<file path="config.mk">
export PLATFORM = sky130hd
export DESIGN_NAME = uart_tx_arbiter
export DESIGN_NICKNAME = d
export VERILOG_FILES = /design/src/rtl/uart_tx_arbiter.sv
export SDC_FILE = /design/constraint.sdc
export NUM_CORES = 1
export LEC_CHECK = 0
export ABC_AREA = 1
export CORE_MARGIN = 4
export CORE_UTILIZATION = 58
export DETAILED_ROUTE_END_ITERATION = 10
export DONT_BUFFER_PORTS = 1
export GPL_ROUTABILITY_DRIVEN = 0
export PLACE_DENSITY = 0.84
export SYNTH_ARGS = -nofsm -noshare
export SYNTH_HDL_FRONTEND = slang
export SYNTH_SLANG_ARGS = --single-unit
</file>
<file path="constraint.sdc">
create_clock -name CLOCK_50 -period 6.8 [get_ports CLOCK_50]
set_clock_uncertainty 0.2 [all_clocks]
set_input_delay 0.68 -clock CLOCK_50 [delete_from_list [all_inputs] [get_ports CLOCK_50]]
set_output_delay 0.68 -clock CLOCK_50 [all_outputs]
set_load 0.005 [all_outputs]
</file>
<file path="src/rtl/uart_tx_arbiter.sv">
// Round-robin byte arbiter feeding a single UART transmitter, with done-timeout
// supervision and idle-only baud divisor updates.
module uart_tx_arbiter #(
   parameter int CLK_HZ      = 50000000,
   parameter int TIMEOUT_CYC = 2000000,
   parameter int DIV_W       = 16
) (
   input  logic             CLOCK_50,
   input  logic             reset_n,
   input  logic             uart_en,
   input  logic             tx_en,
   input  logic [1:0]       baud_sel,
   input  logic             req0_valid,
   input  logic [7:0]       req0_data,
   output logic             req0_ready,
   input  logic             req1_valid,
   input  logic [7:0]       req1_data,
   output logic             req1_ready,
   output logic             tx_start,
   output logic [7:0]       tx_data,
   input  logic             tx_busy,
   input  logic             tx_done,
   output logic [DIV_W-1:0] baud_div,
   output logic             baud_update,
   output logic [1:0]       grant,
   output logic             err_timeout
);

   localparam logic [1:0] S_IDLE   = 2'd0;
   localparam logic [1:0] S_ACCEPT = 2'd1;
   localparam logic [1:0] S_START  = 2'd2;
   localparam logic [1:0] S_WAIT   = 2'd3;

   localparam int CNT_W = (TIMEOUT_CYC < 2) ? 1 : $clog2(TIMEOUT_CYC + 1);
   localparam logic [CNT_W-1:0] TO_LAST = CNT_W'(TIMEOUT_CYC - 1);

   function automatic logic [DIV_W-1:0] div_of(input logic [1:0] sel);
      case (sel)
         2'b00:   div_of = DIV_W'(CLK_HZ / 4800);
         2'b01:   div_of = DIV_W'(CLK_HZ / 9600);
         2'b10:   div_of = DIV_W'(CLK_HZ / 57600);
         default: div_of = DIV_W'(CLK_HZ / 115200);
      endcase
   endfunction

   logic [1:0]       state_q, state_d;
   logic [1:0]       grant_q, grant_d;
   logic             rr_q, rr_d;
   logic [7:0]       tx_data_q, tx_data_d;
   logic [CNT_W-1:0] cnt_q, cnt_d;
   logic             err_q, err_d;
   logic [DIV_W-1:0] baud_div_q, baud_div_d;
   logic             baud_upd_q, baud_upd_d;
   logic [DIV_W-1:0] sel_div;
   logic             pick1;

   // Transmitter busy is informational; sequencing relies on the done pulse.
   logic unused_busy;
   assign unused_busy = tx_busy;

   assign sel_div = div_of(baud_sel);
   // rr_q=1 means req1 wins a tie.
   assign pick1   = req1_valid & (~req0_valid | rr_q);

   always_comb begin
      state_d    = state_q;
      grant_d    = grant_q;
      rr_d       = rr_q;
      tx_data_d  = tx_data_q;
      cnt_d      = cnt_q;
      err_d      = err_q;
      baud_div_d = baud_div_q;
      baud_upd_d = 1'b0;

      case (state_q)
         S_IDLE: begin
            if (uart_en && tx_en && (req0_valid || req1_valid)) begin
               state_d = S_ACCEPT;
               grant_d = pick1 ? 2'b10 : 2'b01;
            end
            if (sel_div != baud_div_q) begin
               baud_div_d = sel_div;
               baud_upd_d = 1'b1;
            end
         end
         S_ACCEPT: begin
            tx_data_d = grant_q[1] ? req1_data : req0_data;
            rr_d      = grant_q[0];
            state_d   = S_START;
         end
         S_START: begin
            cnt_d   = '0;
            state_d = S_WAIT;
         end
         S_WAIT: begin
            cnt_d = cnt_q + 1'b1;
            // A done arriving on the timeout cycle completes the byte normally.
            if (tx_done) begin
               state_d = S_IDLE;
               grant_d = 2'b00;
            end else if (cnt_d >= TO_LAST) begin
               err_d   = 1'b1;
               state_d = S_IDLE;
               grant_d = 2'b00;
            end
         end
         default: begin
            state_d = S_IDLE;
            grant_d = 2'b00;
         end
      endcase

      // Soft reset of the sequencer; the pointer and the divisor survive it.
      if (!uart_en) begin
         state_d = S_IDLE;
         grant_d = 2'b00;
         err_d   = 1'b0;
         rr_d    = rr_q;
      end
   end

   always_ff @(posedge CLOCK_50) begin
      if (!reset_n) begin
         state_q    <= S_IDLE;
         grant_q    <= 2'b00;
         rr_q       <= 1'b0;
         tx_data_q  <= 8'h00;
         cnt_q      <= '0;
         err_q      <= 1'b0;
         baud_div_q <= div_of(2'b01);
         baud_upd_q <= 1'b0;
      end else begin
         state_q    <= state_d;
         grant_q    <= grant_d;
         rr_q       <= rr_d;
         tx_data_q  <= tx_data_d;
         cnt_q      <= cnt_d;
         err_q      <= err_d;
         baud_div_q <= baud_div_d;
         baud_upd_q <= baud_upd_d;
      end
   end

   assign req0_ready  = (state_q == S_ACCEPT) & grant_q[0];
   assign req1_ready  = (state_q == S_ACCEPT) & grant_q[1];
   assign tx_start    = (state_q == S_START);
   assign tx_data     = tx_data_q;
   assign grant       = grant_q;
   assign err_timeout = err_q;
   assign baud_div    = baud_div_q;
   assign baud_update = baud_upd_q;

endmodule

</file>
==> impl_metrics.yaml <==
clock_tree:
  clock_path_buffers: 2
  ctsHoldBuffers: 0
  numCtsBuffers: 5
  clk_latency_ns: 0.30
  cts_tree: "built"
  ctsResizeCount: 0
  cts.sinks: 45
  htreeDepth: 2
  cts.clk_slew.worst_paths_ns: 0.08
  cts_root_buf: "clkbuf_8"
  post_cts_buffers: 0
sta:
  fmax_mhz: 409
  post-route-min-period_ns: 2.44
  slew_viol_final: 0
  tns_ns: 0
  fin_crit_sh_pct: 35.9
  tightest_slew_ns: 0.810
  rsz0062_at_grt: "false"
  slew_headroom_pct: 46.0
  hold_viol: 0
  setup_violations: 0
power_and_ir_drop:
  power_density_nw_per_um2: 187
  peakVddDrop_uv: 167
  p_leak_nw: 1.27
yosys:
  synth-edff-count: 0
  synthArstFlopShare_pct: 0
  yosysTopAreaCell: "dfxtp_1"
  seq_area_frac_synth_pct: 32.3
  synth_top_flop_cell: "dfxtp_1"
  synth_area_sq_um: 2790
  yosysTopAreaCellShare_pct: 32.3
  yosys-top-cells-area: "dfxtp_1 32%, nand2_1 15%, inv_1 6.3%"
  syn_inst: 413
  synthDistinctLibCells: 36
  synth.top_cells.by_count: "113 x nand2_1, 47 x inv_1, 45 x dfxtp_1"
  yosysWarnings: 0
  synth_seq_cells: 45
  synth_most_common_cell: "nand2_1"
  syn_area_per_cell_sq_um: 6.75
routing:
  drc_errors: 0
  drt.antenna.violating_nets: 0
  dr.first_iter.drc_count: 147
  drt-total-wl_mm: 5.78
  first_pass_iters: 4
  vias: 2512
  wl_per_cell_um: 12.6
  vias_per_cell: 5.48
placement:
  dp_hpwl_mm: 4.33
  io_buffers: 0
  post_dp_cell_area_sq_um: 2770
hold_path:
  hp-class: "flip-flop to flip-flop"
die:
  rows: 24
  die-area_sq_um: 5980
  die_x_um: 77.3
  core_sq_um: 4500
  die_y_um: 77.3
  ios: 57
  start_util_pct: 61.9
status:
  outcome: "finished, final reports clean"
layout:
  fin_area_sq_um: 2880
  drive_gt1_share_pct: 9.85
  fin_nets: 443
  area_delta_synth_final_pct: 3.10
  n_antenna_cell: 0
global_routing:
  overflow: 0
  grt.total_usage_pct: 20.2
  grt_pass1_wl_mm: 10.2
  antenna_found_initial: 0
  grt_max_degree: 23
  grt_pass1_vias: 2400
critical_path:
  cp-end-kind: "output port"
  crit_type: "flip-flop to output port"
  worst-path-max-fanout: 20
  critPathLaunchType: "flip-flop"
  worst_ep_arrival_time_ns: 1.56
  required_ns: 5.92
job:
  maxCapViolCount: 0
power breakdown:
part | leakage, nW | switching, mW | internal, mW
clock network | 0.0540 | 0.0898 | 0.107
logic | 0.849 | 0.0329 | 0.0190
registers | 0.366 | 0.0130 | 0.275
layout make-up:
class / count / area [sq um]
fill: 406 / 1630
multi-input combinational: 301 / 1600
sequential: 45 / 901
inverter: 52 / 198
clock buffer: 5 / 68.8
tap: 52 / 65.1
clock inverter: 2 / 35.0
timing repair buffer: 1 / 7.51
cells by family (layout without fill, tap and decap cells):
family / count (synthesis) / count (layout) / share of synthesized area [%]
compound gates: 61 / 61 / 12.8
fa+ha+maj: 11 / 11 / 4.93
xor+xnor: 8 / 8 / 2.51
other cells: 1 / 3 / 0.134
flops: 45 / 45 / 32.3
buf+inv: 69 / 60 / 10.6
simple gates: 218 / 218 / 36.7
state kept, by name (all words and copies together), names as in the netlist:
register     count
err_timeout      1
tx_data          8
rr_q             1
grant            2
state_q          2
baud_div         9
baud_update      1
cnt_q           21
per-layer routing:
metal  up-vias  part of all wire (%)  track usage (%)
met4         0                   1.4             8.36
met1      1145                    44             24.6
met2        65                    48             33.9
met5         -                     0                0
li1       1294                     -                -
met3         8                   6.4             5.09
worst max-delay path, stage by stage, from the launching register on:
cell     delay (ns)
dfxtp_1        0.35
inv_1          0.14
ha_1           0.58
nand2_1        0.10
inv_1          0.09
cells in the final DEF (no fill, tap or decap), types with 5 or more instances in the layout:
| cell | instances |
|---|---|
| clkbuf_8 | 5 |
| dfxtp_1 | 45 |
| nand4_1 | 8 |
| nand2_2 | 11 |
| nor2_1 | 35 |
| nand3_1 | 30 |
| inv_1 | 47 |
| o21bai_1 | 5 |
| o211ai_1 | 9 |
| ha_1 | 11 |
| xor2_1 | 5 |
| o21ai_0 | 10 |
| nand2_1 | 113 |
| nor2_2 | 6 |
| a21oi_1 | 32 |
per-stage QoR:
stage	hold slack [ns]	total power [mW]	std cells	setup slack (ns)	utilization [%]
3_3_place_gp	0.213	0.344	451	4.29	61.5
3_5_place_dp	0.220	0.346	451	4.24	61.5
5_1_grt	0.249	0.563	458	4.14	63.8
2_1_floorplan	0.206	0.340	415	4.48	-
6_report	0.231	0.537	458	4.36	63.8
4_1_cts	0.232	0.540	458	4.35	63.8
worst paths after layout:
check	from	end	slack, ns	depth (start not counted)
max reg2reg	cnt_q[0]	state_q[1]	4.39	16
min reg2reg	cnt_q[20]	cnt_q[20]	0.23	1
min	cnt_q[20]	cnt_q[20]	0.23	1
max	state_q[1]	req1_ready	4.36	4
No activity file was read; power rests on OpenSTA's default activity.
==> edit (config.mk and constraints unchanged) <==
Make the reset (`reset_n`) asynchronous in one clocked block.
--- a/src/rtl/uart_tx_arbiter.sv
+++ b/src/rtl/uart_tx_arbiter.sv
@@ -119,7 +119,7 @@
       end
    end
 
-   always_ff @(posedge CLOCK_50) begin
+   always_ff @(posedge CLOCK_50 or negedge reset_n) begin
       if (!reset_n) begin
          state_q    <= S_IDLE;
          grant_q    <= 2'b00;
Check against the original RTL: differs if reset_n is asserted again (counterexample within 4 cycles, from zero or initial values and one cycle with reset_n low); with reset_n held inactive, the same outputs for 10 cycles.
==> edit against the unedited design <==
  * The run now ends with hold timing left
  * Worst setup slack got worse by 0.10 ns
  * Critical endpoint is now grant[0]$_DFFE_PN0P_
  * Cell area rose by 1.1%
  * Routed wire length rose by 5.0%
  * Sequential cell count did not move
  * Synthesized area rose by 0.49%
  * Die area rose by 0.44%
  * Register-to-register slack got worse by 0.14 ns
  * Largest cell class unchanged
Power is not compared: it rests on default switching activity, and its combinational part moved more than twofold at a synthesized area within 25%.
==> edit: results (changes against the unedited design) <==
NonClk Buf Share - 1.03% (was 0.261%)
Top cells by area, synth - dfrtp_1, nand2_1, inv_1 (was dfxtp_1, nand2_1, inv_1)
WL met1 - 2.64 mm (was 2.57 mm)
Crit path max-delay cell type - dfrtp_1 (was ha_1)
Num sequential - 45 (unchanged)
Vias in the first global route - 2414 (was 2400)
CP Launch Point - cnt_q[0]$_DFFE_PN0P_ (was state_q[1]$_SDFFE_PN0P_)
Fin nets - 417 (was 443)
GR Util met3 - 5.45% (was 5.09%)
Area after DPL - 2790 sq um (was 2770 sq um)
Status - finished with violations (was finished, final reports clean)
Multi-input combinational area share - 48.6% (was 55.7%)
CLK BUF - 6 (was 5)
Pin count of the biggest net entering global routing - 43 (was 23)
Period Utilization, post-route - 37.4% (was 35.9%)
Max incr delay on CP - 0.55 ns (was 0.58 ns)
First-pass GRT wire length - 10.5 mm (was 10.2 mm)
Multi-input gate area - 1410 sq um (was 1600 sq um)
Commonest cells in the synthesized netlist - nand2_1, inv_1, nor2_1 (was nand2_1, inv_1, dfxtp_1)
Final Hold Slack - -0.00450 ns (was 0.231 ns)
Inverter count - 48 (was 52)
Pre-CTS setup slack - 4.22 ns (was 4.24 ns)
Clock buf/inv share - 3.01% (was 3.61%)
Core footprint - 4690 sq um (was 4500 sq um)
Failing checks - hold timing
Library cells used by synthesis - 32 (was 36)
Crit Path Max Fanout - 11 (was 20)
Critical path class - flop to flop (was flop to output pin)
Final Hold Vio Count - 2 (was 0)
Met1 Resource Use GR - 25.8% (was 24.6%)
Cells after DPL - 425 (was 451)
-- edit: changes by cell type after synthesis, moves of 5 or more --
cell | before | now
a21oi_1 | 32 | 8
a31oi_1 | 0 | 8
dfrtp_1 | 0 | 42
dfxtp_1 | 45 | 0
nand2_1 | 113 | 107
nand2_2 | 11 | 5
nor2_1 | 35 | 45
o211ai_1 | 9 | 0
o21ai_0 | 10 | 15
o22ai_1 | 1 | 13
-- edit: logic make-up (layout without fill, tap and decap cells) --
family                   after synthesis  count (layout)  synth area share [%]
flip-flops                            45              45                  40.3
AND/OR/NAND/NOR                      208             208                  32.7
other                                  1               3                 0.134
XOR/XNOR                               5               5                  1.56
AO/OA/AOI/OAI                         51              51                  10.8
adder cells (fa/ha/maj)               11              11                  4.91
buffers and inverters                 63              58                  9.55
